File: src/rtl/pc_fetch_ctrl.sv
// Program-counter fetch sequencer: boots the PC, fetches one instruction at a
// time, hands it to decode, then increments or branches. Optional counters: PC_FETCH_PERF_EN.
module pc_fetch_ctrl #(
  parameter int          N         = 32,
  parameter int unsigned RESET_VEC = 32,
  parameter int          MAX_WAIT  = 15
) (
  input  logic          clk,
  input  logic          rst,
  input  logic          start,
  input  logic          halt,
  input  logic [N-1:0]  pc_in,
  output logic [N-1:0]  pc_data,
  output logic          pc_load,
  output logic          pc_inc,
  output logic          imem_req,
  output logic [N-1:0]  imem_addr,
  input  logic          imem_ack,
  input  logic [N-1:0]  imem_rdata,
  output logic [N-1:0]  instr,
  output logic          instr_valid,
  input  logic          instr_ready,
  input  logic          br_valid,
  input  logic [N-1:0]  br_target,
  output logic          busy,
  output logic          err,
  output logic [31:0]   perf_fetch_cnt,
  output logic [31:0]   perf_stall_cnt
);

  typedef enum logic [2:0] {
    S_IDLE, S_BOOT, S_REQ, S_ISSUE, S_UPDATE, S_HALTED, S_ERROR
  } state_t;

  localparam int WW = (MAX_WAIT > 1) ? $clog2(MAX_WAIT) : 1;
  localparam logic [WW-1:0] WAIT_LAST = WW'(MAX_WAIT - 1);

  state_t        state;
  logic [WW-1:0] wait_cnt;
  logic          pend_valid;
  logic [N-1:0]  pend_target;

  // A branch presented in UPDATE itself beats any earlier captured one.
  logic          take_branch;
  logic [N-1:0]  branch_pc;
  assign take_branch = br_valid || pend_valid;
  assign branch_pc   = br_valid ? br_target : pend_target;

  // NOTE: sequential state uses non-blocking (<=) so every register samples
  // pre-edge values regardless of statement order.
  always_ff @(posedge clk) begin
    if (rst) begin
      state       <= S_IDLE;
      instr       <= '0;
      wait_cnt    <= '0;
      pend_valid  <= 1'b0;
      pend_target <= '0;
    end else begin
      if (br_valid && (state inside {S_BOOT, S_REQ, S_ISSUE})) begin
        pend_valid  <= 1'b1;
        pend_target <= br_target;
      end
      case (state)
        S_IDLE:   if (start) state <= S_BOOT;
        S_BOOT:   state <= S_REQ;
        S_REQ: begin
          if (imem_ack) begin
            instr    <= imem_rdata;
            wait_cnt <= '0;
            state    <= S_ISSUE;
          end else if (wait_cnt == WAIT_LAST) begin
            state <= S_ERROR;
          end else begin
            wait_cnt <= wait_cnt + WW'(1);
          end
        end
        S_ISSUE:  if (instr_ready) state <= S_UPDATE;
        S_UPDATE: begin
          if (take_branch) pend_valid <= 1'b0;
          state <= halt ? S_HALTED : S_REQ;
        end
        S_HALTED: if (start && !halt) state <= S_REQ;
        S_ERROR:  state <= S_ERROR;
        default:  state <= S_IDLE;
      endcase
    end
  end

  // NOTE: every always_comb output gets a default first so no latch is inferred.
  always_comb begin
    pc_load = 1'b0;
    pc_inc  = 1'b0;
    pc_data = '0;
    case (state)
      S_BOOT: begin
        pc_load = 1'b1;
        pc_data = N'(RESET_VEC);
      end
      S_UPDATE: begin
        if (take_branch) begin
          pc_load = 1'b1;
          pc_data = branch_pc;
        end else begin
          pc_inc = 1'b1;
        end
      end
      default: ;
    endcase
  end

  assign imem_req    = (state == S_REQ);
  assign imem_addr   = imem_req ? pc_in : '0;
  assign instr_valid = (state == S_ISSUE);
  assign err         = (state == S_ERROR);
  assign busy        = !(state inside {S_IDLE, S_HALTED, S_ERROR});

`ifdef PC_FETCH_PERF_EN
  logic [31:0] fetch_cnt;
  logic [31:0] stall_cnt;

  always_ff @(posedge clk) begin
    if (rst) begin
      fetch_cnt <= '0;
      stall_cnt <= '0;
    end else begin
      if (state == S_ISSUE && instr_ready) fetch_cnt <= fetch_cnt + 32'd1;
      if ((state == S_REQ && !imem_ack) || (state == S_ISSUE && !instr_ready))
        stall_cnt <= stall_cnt + 32'd1;
    end
  end

  assign perf_fetch_cnt = fetch_cnt;
  assign perf_stall_cnt = stall_cnt;
`else
  assign perf_fetch_cnt = '0;
  assign perf_stall_cnt = '0;
`endif

endmodule

File: config.mk
export PLATFORM = sky130hd
export DESIGN_NAME = pc_fetch_ctrl
export DESIGN_NICKNAME = d
export VERILOG_FILES = /design/src/rtl/pc_fetch_ctrl.sv
export SDC_FILE = /design/constraint.sdc
export NUM_CORES = 1
export LEC_CHECK = 0
export CAP_MARGIN = 20
export CORE_ASPECT_RATIO = 1.25
export CORE_MARGIN = 4
export CORE_UTILIZATION = 39
export DETAILED_ROUTE_END_ITERATION = 16
export HOLD_SLACK_MARGIN = 0.1
export PLACE_DENSITY = 0.87
export SYNTH_ARGS = -nofsm -noshare
export SYNTH_HDL_FRONTEND = slang
export SYNTH_SLANG_ARGS = --single-unit
File: constraint.sdc
create_clock -name clk -period 2.5 [get_ports clk]
set_clock_uncertainty 0.2 [all_clocks]
set_input_delay 0.375 -clock clk [delete_from_list [all_inputs] [get_ports clk]]
set_output_delay 0.375 -clock clk [all_outputs]
set_load 0.02 [all_outputs]
==> impl_results.md, run 1 <==
* Element type at the critical path end: output port
* Most used flip-flop cell after synthesis: dfxtp_1
* Avg Inst Size Synth at 7.54 µm²
* Final HPWL DP at between 9000 and 10000 µm
* Initial antenna violation count at 1
* Final setup violation count at 0
* Reg clk slew, reported paths at about 60 ps
* Max VDD drop at approximately 0.46 mV
* DP Area at roughly 5900 µm²
* Clk Latency, worst-skew pair at approximately 320 ps
* Routed wire per std cell at 14.2 µm
* Antenna cells at 0
* Pwr Total at around 5 mW
* Hold path depth at 2
* Total leakage power at 2.75 nW
* Min cycle time layout at about 2400 ps
* Core area at 9760 µm²
* Via density at approximately 4.7
* CTS Sinks at between 70 and 80
* Die Width at around 98 µm
* CTS Buffer Depth at 2
* Largest area contributor in the netlist: dfxtp_1
* Worst-margin pin slew at just over 800 ps
* Arrival @ worst endpoint at approximately 1800 ps
* Status: complete, no violations
* Die span in y at ~120 µm
* Drt first pass iters at 4
* Drt total wl at between 10000 and 15000 µm
* Via count at slightly below 4000
* Mapped Area at around 4000 µm²
* Hold crit path type: register to register
* H-Tree Level Count at 3
* CTS tree: built
* Hold_sp: instr[17]$_SDFFE_PP0P_
* Yosys warns at 0
* Row count at 40
* Top achievable clock speed at between 400 and 500 MHz
* Grt total ovfl at 0
* Power per cell area at roughly 790 nW/µm²
* Largest net degree at the start of global routing at 42
* Post-CTS Hold Fix Bufs at 0
* Final Max Slew Viols at 0
* Routed Antenna Nets at 0
* #FFs+latches synth at a little over 70
* CP required at about 1900 ps
* I/O pins at approximately 270
* CP Max Fanout at 35
* Worst Hold Path EP: instr[17]$_SDFFE_PP0P_
* Unrepaired setup endpoints after global routing: no
* Worst rel slew slack at 0.459
* Post-route DRC at 0
* Starting Density at 0.406
* Max-Cap Viols at 0
* Top cells by area, synth: dfxtp_1 36%, buf_4 13%, nand2_1 12%
* Layout cells sized above 1 at 0.0635
* Number of port buffers at a little over 200
* Setup TNS Final at 0 ps
* RD Place Congestion at roughly 0.76
* First-pass GRT wire length at 18600 µm
* Crit Path Class: register to output port
* Reg2reg end: pend_target[4]$_SDFFE_PP0P_
* Register-to-Register Setup Slack at 740 ps
* Final period util at 0.958
* GRT Total Usage at 0.191
* Root buf cell: clkbuf_16
* Nets at roughly 820
* Seq/Total Area, Yosys at 0.364
* Area grow syn2layout at 55.8%
* Worst R2R Path Depth at 6
* Post-synthesis cell type count at 40
* Gate Count Post-Synth at 526
* Vias in the first global route at 3712
* Number of synthesized flops with an enable pin at 0
* Launch point of the worst reg-to-reg path: state[2]$_SDFFE_PP0P_
* WHS at between 200 and 300 ps
* Die ar. at roughly 12000 µm²
* Yosys top cell area share at 0.364
* Post-route cell area at 6180 µm²
* Num CTS Buffers at 9
* Initial DRC count at ~120
* Post CTS Setup Buffer Count at 0
* Crit start category: register
* Final hold vios at 0
* Async set or reset register ratio after synthesis at 0
flip-flops by register name, summed over array words and instances (netlist names):
name	cells
instr	32
pend_valid	1
pend_target	32
wait_cnt	4
state	3
kinds of logic (layout without fill, tap and decap cells):
family,Yosys count,count (layout),synth area share
AO/OA/AOI/OAI,88,88,0.120
AND/OR/NAND/NOR,223,223,0.252
adder cells (fa/ha/maj),2,2,0.00631
flip-flops,72,72,0.364
buffers and inverters,105,240,0.169
multiplexers,35,35,0.0890
other,1,64,0.000946
cells in the mapped netlist, types with 2 or more instances:
library cell / count
nand2_1: 130
dfxtp_1: 72
a21oi_1: 71
buf_4: 67
nor2_1: 37
and2_1: 33
mux2i_1: 33
buf_2: 15
clkbuf_1: 15
nor3_1: 6
nor2b_1: 4
a31oi_1: 3
clkbuf_2: 3
inv_1: 3
nand2b_1: 3
o21ai_0: 3
and3b_1: 2
ha_1: 2
mux2_2: 2
o22ai_1: 2
per-layer routing:
| metal | vias to the layer above | global-route usage | part of all wire |
|---|---|---|---|
| li1 | 1965 | - | - |
| met5 | - | 0 | 0.0011 |
| met3 | 14 | 0.0767 | 0.097 |
| met1 | 1827 | 0.209 | 0.37 |
| met4 | 2 | 0.0444 | 0.0088 |
| met2 | 154 | 0.344 | 0.52 |
cells in the final DEF (no fill, tap or decap), types with 2 or more instances in the layout:
cell type | Yosys | final
clkbuf_16 | 0 | 9
nand2_1 | 130 | 130
clkdlybuf4s15_1 | 0 | 4
nor2b_1 | 4 | 3
nor2_1 | 37 | 36
o22ai_1 | 2 | 2
buf_12 | 0 | 2
clkdlybuf4s50_1 | 0 | 134
nor3_1 | 6 | 6
nand2b_1 | 3 | 3
dlygate4sd2_1 | 0 | 60
and2_1 | 33 | 33
dfxtp_1 | 72 | 72
and3b_1 | 2 | 2
o21ai_0 | 3 | 3
mux2i_1 | 33 | 33
conb_1 | 1 | 64
inv_1 | 3 | 3
mux2_2 | 2 | 2
a21oi_1 | 71 | 71
ha_1 | 2 | 2
buf_4 | 67 | 13
buf_2 | 15 | 2
clkbuf_2 | 3 | 3
a31oi_1 | 3 | 3
bufinv_16 | 0 | 3
how the worst max path moves through the flow:
stage / start / to / slack [ps] / depth (start not counted)
after global routing: state[2]$_SDFFE_PP0P_ / pc_inc / 5 / 4
after CTS: state[0]$_SDFFE_PP0P_ / pc_data[1] / 70 / 5
after global placement: br_target[5] / pc_data[5] / 50 / 5
after floorplan: state[0]$_SDFFE_PP0P_ / imem_addr[22] / 500 / 5
final: state[1]$_SDFFE_PP0P_ / imem_addr[8] / 100 / 4
after detailed placement: state[1]$_SDFFE_PP0P_ / imem_addr[19] / 2 / 4
stage by stage:
| stage | utilization | worst slack [ps] | instances |
|---|---|---|---|
| 2_1_floorplan | - | 501 | 589 |
| 3_3_place_gp | 0.603 | 45.8 | 833 |
| 3_5_place_dp | 0.606 | 2.38 | 834 |
| 4_1_cts | 0.633 | 72.3 | 850 |
| 5_1_grt | 0.633 | 4.94 | 850 |
| 6_report | 0.633 | 104 | 850 |
where the power goes:
group          switching (mW)  internal, mW  total, mW
Sequential              0.104          1.33       1.43
Combinational            1.13         0.837       1.97
Clock                   0.472          1.00       1.47
Total                    1.71          3.16       4.87
critical path, cell delays in order (launching register included):
cell	delay [ps]
dfxtp_1	380
or3b_4	470
inv_8	150
and2_1	150
dlygate4sd2_1	330
cell type report:
cell class | instances | area (µm²)
well taps | 126 | 158
fillers | 881 | 3580
repair buffers | 220 | 2110
clock inverters | 5 | 104
multi-input cells | 412 | 2100
inverters | 4 | 22.5
flip-flops and latches | 72 | 1440
clock buffers | 11 | 243
what timing repair did:
action                                  in CTS  in global routing
pin swaps                                    0                  0
endpoints found under the setup margin      67                 24
resized for setup                           69                 13
gates cloned                                 0                  0
Note: power is estimated with default switching activity, not from simulation.
==> run 2, diff against run 1 <==
--- a/config.mk
+++ b/config.mk
@@ -8,10 +8,10 @@
 export CAP_MARGIN = 20
 export CORE_ASPECT_RATIO = 1.25
 export CORE_MARGIN = 4
-export CORE_UTILIZATION = 39
+export CORE_UTILIZATION = 36
 export DETAILED_ROUTE_END_ITERATION = 16
 export HOLD_SLACK_MARGIN = 0.1
-export PLACE_DENSITY = 0.87
+export PLACE_DENSITY = 0.81
 export SYNTH_ARGS = -nofsm -noshare
 export SYNTH_HDL_FRONTEND = slang
 export SYNTH_SLANG_ARGS = --single-unit
==> constraint.sdc (replaced) <==
create_clock -name clk -period 2.6 [get_ports clk]
set_clock_uncertainty 0.2 [all_clocks]
set_input_delay 0.39 -clock clk [delete_from_list [all_inputs] [get_ports clk]]
set_output_delay 0.39 -clock clk [all_outputs]
set_load 0.02 [all_outputs]
==> impl_results.md, run 2 (same netlist as run 1, synthesis figures left out) <==
* Max-Cap Viols at 0 (unchanged)
* Nets at 821 (was 824)
* CTS tree: built (unchanged)
* Antenna cells at 0 (unchanged)
* Final hold vios at 0 (unchanged)
* CP Capture Point: imem_addr[24] (was imem_addr[8])
* Routed Antenna Nets at 0 (unchanged)
* Top Registers: instr x32, pend_target x32, wait_cnt x4 (unchanged)
* CTS Sinks at 72 (unchanged)
* Crit start category: register (unchanged)
* Final HPWL DP at 9140 µm (was 9420 µm)
* Num CTS Buffers at 9 (unchanged)
* Register-to-Register Setup Slack at 800 ps (was 740 ps)
* Number of port buffers at 204 (unchanged)
* GRT busiest layer: met2 (unchanged)
* CP Max Fanout at 35 (unchanged)
* RD Place Congestion at 0.864 (was 0.762)
* GRT Total Usage at 0.177 (was 0.191)
* Drt first pass iters at 4 (unchanged)
* H-Tree Level Count at 3 (unchanged)
* Die ar. at 12800 µm² (was 11900 µm²)
* Start point of the critical path: state[1]$_SDFFE_PP0P_ (unchanged)
* Power per cell area at 726 nW/µm² (was 788 nW/µm²)
* Hold_sp: pend_target[30]$_SDFFE_PP0P_ (was instr[17]$_SDFFE_PP0P_)
* Layout cells sized above 1 at 0.0542 (was 0.0635)
* Routed wire per std cell at 13.8 µm (was 14.2 µm)
* Vias in the first global route at 3774 (was 3712)
* Reg2reg end: instr[26]$_SDFFE_PP0P_ (was pend_target[4]$_SDFFE_PP0P_)
* WHS at 252 ps (was 251 ps)
* Grt total ovfl at 0 (unchanged)
* Min cycle time layout at approximately 2500 ps
* Hold path depth at 2 (unchanged)
* CTS Buffer Depth at 2 (unchanged)
* Largest net degree at the start of global routing at 39 (was 42)
* Setup TNS Final at 0 ps (unchanged)
* Most frequent cells in the layout: 135 x clkdlybuf4s50_1, 130 x nand2_1, 72 x dfxtp_1 (was 134 x clkdlybuf4s50_1, 130 x nand2_1, 72 x dfxtp_1)
* Reg clk slew, reported paths at 50 ps (was 60 ps)
* Met2 usage at 0.316 (was 0.344)
* Clk Latency, worst-skew pair at 320 ps (about the same)
* GR Util met1 at 0.191 (was 0.209)
* Arrival @ worst endpoint at 1890 ps (was 1820 ps)
* Starting Density at 0.372 (was 0.406)
* Die Width at 102 µm (was 98.2 µm)
* GRT met3 Usage at 0.0607 (was 0.0767)
* Element type at the critical path end: output port (unchanged)
* First-pass GRT wire length at 18400 µm (was 18600 µm)
* Via density at 4.60 (was 4.66)
* Post-route DRC at 0 (unchanged)
* Area grow syn2layout at 54.0% (was 55.8%)
* Worst-margin pin slew at 715 ps (was 811 ps)
* Hold crit path type: register to register (unchanged)
* Launch point of the worst reg-to-reg path: state[2]$_SDFFE_PP0P_ (unchanged)
* Initial DRC count at 155 (was 123)
* Top achievable clock speed at about 400 MHz
* Drt total wl at 11800 µm (was 12100 µm)
* Total leakage power at 2.71 nW (was 2.75 nW)
* CP required at 2010 ps (was 1920 ps)
* Max VDD drop at 0.456 mV (about the same)
* Unrepaired setup endpoints after global routing: no (unchanged)
* Root buf cell: clkbuf_16 (unchanged)
* Row count at 42 (was 40)
* Core area at 10700 µm² (was 9760 µm²)
* Commonest non-fill, non-tap cell in the layout: clkdlybuf4s50_1 (unchanged)
* Worst R2R Path Depth at 6 (unchanged)
* Final setup violation count at 0 (unchanged)
* Final Max Slew Viols at 0 (unchanged)
* Status: complete, no violations (unchanged)
* Initial antenna violation count at 0 (was 1)
* Die span in y at 125 µm (was 121 µm)
* Final period util at 0.953
* Worst rel slew slack at 0.524 (was 0.459)
* Crit Path Class: register to output port (unchanged)
* Via count at 3919 (was 3962)
* I/O pins at 269 (unchanged)
* Post CTS Setup Buffer Count at 0 (unchanged)
[run 2: cell types whose count changed in the layout (fill, tap and decap cells not counted), moves of 2 or more]
cell	change
buf_4	-2
bufinv_16	-2
clkbuf_2	-3
clkbuf_8	+2
clkdlybuf4s15_1	-4
dlygate4sd2_1	+7
[run 2: critical path: stages (launching register included)]
cell and delay [ps]:
dfxtp_1 420, or3b_4 470, inv_6 180, and2_1 160, dlygate4sd2_1 340
[run 2: how the worst min path moves through the flow]
stage | end | slack (ps)
after global routing | pend_target[20]$_SDFFE_PP0P_ | 270
final | pend_target[30]$_SDFFE_PP0P_ | 250
after CTS | pend_target[7]$_SDFFE_PP0P_ | 250
after global placement | pend_target[15]$_SDFFE_PP0P_ | 240
after floorplan | pend_target[0]$_SDFFE_PP0P_ | 240
after detailed placement | pend_target[7]$_SDFFE_PP0P_ | 250
[run 2: repair_timing]
| action | 4_1_cts | 5_1_grt |
|---|---|---|
| gates resized for setup | 70 | 0 |
| endpoints found under the setup margin | 66 | 0 |
| hold buffers | 0 | 0 |
[run 2: metal layers]
layer	wire length, µm	vias to the layer above
met5	0	-
met4	215	0
met3	1170	17
met2	6020	156
met1	4350	1791
li1	-	1955
[run 2: final cells by class]
type,count,area [µm²]
inverter,4,20.0
sequential,72,1440
multi-input combinational,412,2100
tap,132,165
timing repair buffer,217,2070
fill,986,4560
clock buffer,13,270
clock inverter,2,37.5
[run 2: metrics by stage]
| step | setup slack, ps | util | power [mW] | area (µm²) | std cells |
|---|---|---|---|---|---|
| 3_5_place_dp | 34.9 | 0.551 | 3.32 | 5870 | 837 |
| 2_1_floorplan | 586 | - | 2.61 | 4200 | 589 |
| 3_3_place_gp | 139 | 0.551 | 3.26 | 5870 | 837 |
| 6_report | 123 | 0.572 | 4.43 | 6110 | 852 |
| 5_1_grt | 19.4 | 0.572 | 4.70 | 6110 | 852 |
| 4_1_cts | 101 | 0.572 | 4.49 | 6110 | 852 |
[run 2: report_power, final]
group	internal, mW	switching (mW)	total, mW	leakage [nW]
Combinational	0.746	1.06	1.80	1.97
Sequential	1.28	0.105	1.38	0.585
Clock	0.816	0.431	1.25	0.148
==> run 3, diff against run 2 <==
--- a/config.mk
+++ b/config.mk
@@ -15,3 +15,4 @@
 export SYNTH_ARGS = -nofsm -noshare
 export SYNTH_HDL_FRONTEND = slang
 export SYNTH_SLANG_ARGS = --single-unit
+export TNS_END_PERCENT = 50
==> impl_results.md, run 3 (same netlist as run 1, synthesis figures left out) <==
* Hold crit path type: register to register (unchanged)
* Clock share of power at 0.281 (about the same)
* Post CTS Setup Buffer Count at 0 (unchanged)
* H-Tree Level Count at 3 (unchanged)
* Reg2reg end: instr[26]$_SDFFE_PP0P_ (unchanged)
* First-pass GRT wire length at 18400 µm (unchanged)
* Placed insts at 837 (unchanged)
* Post-Place Worst Slack at 34.9 ps (unchanged)
* Routed Antenna Nets at 0 (unchanged)
* Via count at 3913 (was 3919)
* Number of port buffers at 204 (unchanged)
* Area grow syn2layout at 54.1% (was 54.0%)
* Drt total wl at 11800 µm (about the same)
* Max VDD drop at 0.456 mV (about the same)
* Unrepaired setup endpoints after global routing: no (unchanged)
* CP Max Fanout at 35 (unchanged)
* Starting Density at 0.372 (unchanged)
* Top achievable clock speed at 404 MHz (about the same)
* CTS Buffer Depth at 2 (unchanged)
* CP required at 2010 ps (about the same)
* Post-route cell area at 6110 µm² (about the same)
* Worst R2R Path Depth at 6 (unchanged)
* WHS at 252 ps (about the same)
* Element type at the critical path end: output port (unchanged)
* Hold path depth at 2 (unchanged)
* Clk Latency, worst-skew pair at 320 ps (about the same)
* Initial DRC count at 155 (unchanged)
* GRT Total Usage at 0.177 (unchanged)
* Power per cell area at 726 nW/µm² (about the same)
* Vias in the first global route at 3774 (unchanged)
* Final setup violation count at 0 (unchanged)
* Core area at 10700 µm² (unchanged)
* Final Util at 0.573 (was 0.572)
* Register-to-Register Setup Slack at 790 ps (was 800 ps)
* Num CTS Buffers at 9 (unchanged)
* CTS Sinks at 72 (unchanged)
* DP Area at 5870 µm² (unchanged)
* Die span in y at 125 µm (unchanged)
* Worst-margin pin slew at 719 ps (was 715 ps)
* Routed wire per std cell at 13.8 µm (about the same)
* Max-Cap Viols at 0 (unchanged)
* Crit Path Class: register to output port (unchanged)
* Commonest non-fill, non-tap cell in the layout: clkdlybuf4s50_1 (unchanged)
* Nets at 821 (unchanged)
* Worst rel slew slack at 0.521 (was 0.524)
* Worst Hold Path EP: pend_target[30]$_SDFFE_PP0P_ (unchanged)
* Post-CTS Hold Fix Bufs at 0 (unchanged)
* Switch Pwr at 1.59 mW (about the same)
* CP Cell Sequence: or3b_4 > inv_6 > and2_1 > dlygate4sd2_1 (unchanged)
* Setup TNS Final at 0 ps (unchanged)
* Status: complete, no violations (unchanged)
* Filler cells at 984 (was 986)
* RD Place Congestion at 0.864 (unchanged)
* CTS tree: built (unchanged)
* Via density at 4.59 (was 4.60)
* Row count at 42 (unchanged)
* CP max stage cell: or3b_4 (unchanged)
* Top Registers: instr x32, pend_target x32, wait_cnt x4 (unchanged)
* Root buf cell: clkbuf_16 (unchanged)
* Final HPWL DP at 9140 µm (unchanged)
* Hold_sp: pend_target[30]$_SDFFE_PP0P_ (unchanged)
* Antenna cells at 0 (unchanged)
* Min cycle time layout at 2480 ps (about the same)
* Initial antenna violation count at 0 (unchanged)
* Total leakage power at 2.72 nW (was 2.71 nW)
* Post-CTS resize count at 69 (was 70)
* Crit-path max cell delay at 470 ps (about the same)
* Largest net degree at the start of global routing at 39 (unchanged)
* Fin cells at 852 (unchanged)
* Final hold vios at 0 (unchanged)
* Grt total ovfl at 0 (unchanged)
* Final period util at 0.952 (was 0.953)
* Crit start category: register (unchanged)
* Final setup margin at 124 ps (was 123 ps)
* Most frequent cells in the layout: 135 x clkdlybuf4s50_1, 130 x nand2_1, 72 x dfxtp_1 (unchanged)
* I/O pins at 269 (unchanged)
* Launch point of the worst reg-to-reg path: state[2]$_SDFFE_PP0P_ (unchanged)
* Pwr Total at 4.44 mW (was 4.43 mW)
* Final Max Slew Viols at 0 (unchanged)
* Reg clk slew, reported paths at 50 ps (about the same)
* Layout cells sized above 1 at 0.0542 (unchanged)
* Sw Share at 0.359 (about the same)
* Die Width at 102 µm (unchanged)
* Die ar. at 12800 µm² (unchanged)
* Sequential share of power at 0.311 (was 0.312)
* Comb power frac at 0.408 (was 0.407)
* Arrival @ worst endpoint at 1890 ps (about the same)
* Post-route DRC at 0 (unchanged)
* Drt first pass iters at 4 (unchanged)
* Internal power at 2.84 mW (about the same)
[run 3: layer usage]
metal,routed length (µm),track usage,vias up
li1,-,-,1954
met1,4340,0.191,1782
met2,6040,0.316,160
met3,1180,0.0607,17
met4,215,0.0625,0
met5,0,0,-
[run 3: power by group through the flow]
stage | Combinational (mW) | Sequential [mW] | Clock, mW
2_1_floorplan | 1.17 | 1.44 | 0
6_report | 1.81 | 1.38 | 1.25
3_3_place_gp | 1.87 | 1.39 | 0
5_1_grt | 1.98 | 1.40 | 1.33
4_1_cts | 1.84 | 1.38 | 1.28
3_5_place_dp | 1.92 | 1.40 | 0
[run 3: layout make-up]
type	instances	area (µm²)	area share
Clock inverter	2	37.5	0.00614
Sequential cell	72	1440	0.236
Tap cell	132	165	0.0270
Multi-Input combinational cell	412	2100	0.344
Timing Repair Buffer	217	2070	0.340
Inverter	4	20.0	0.00328
Clock buffer	13	270	0.0442
[run 3: how the worst max path moves through the flow]
| stage | from | cells past startpoint | slack (ps) | end |
|---|---|---|---|---|
| floorplan | state[0]$_SDFFE_PP0P_ | 5 | 590 | imem_addr[22] |
| global placement | state[1]$_SDFFE_PP0P_ | 4 | 140 | imem_addr[10] |
| detailed placement | state[1]$_SDFFE_PP0P_ | 4 | 30 | imem_addr[12] |
| CTS | state[1]$_SDFFE_PP0P_ | 5 | -4 | busy |
| global route | state[1]$_SDFFE_PP0P_ | 4 | 20 | imem_addr[3] |
| finish | state[1]$_SDFFE_PP0P_ | 4 | 120 | imem_addr[25] |
[run 3: worst max-delay path, delay by kind of cell (launching register included)]
kind,cells,cell delay (ps)
buffers and inverters,2,520
and+or+nand+nor,2,630
DFF,1,420
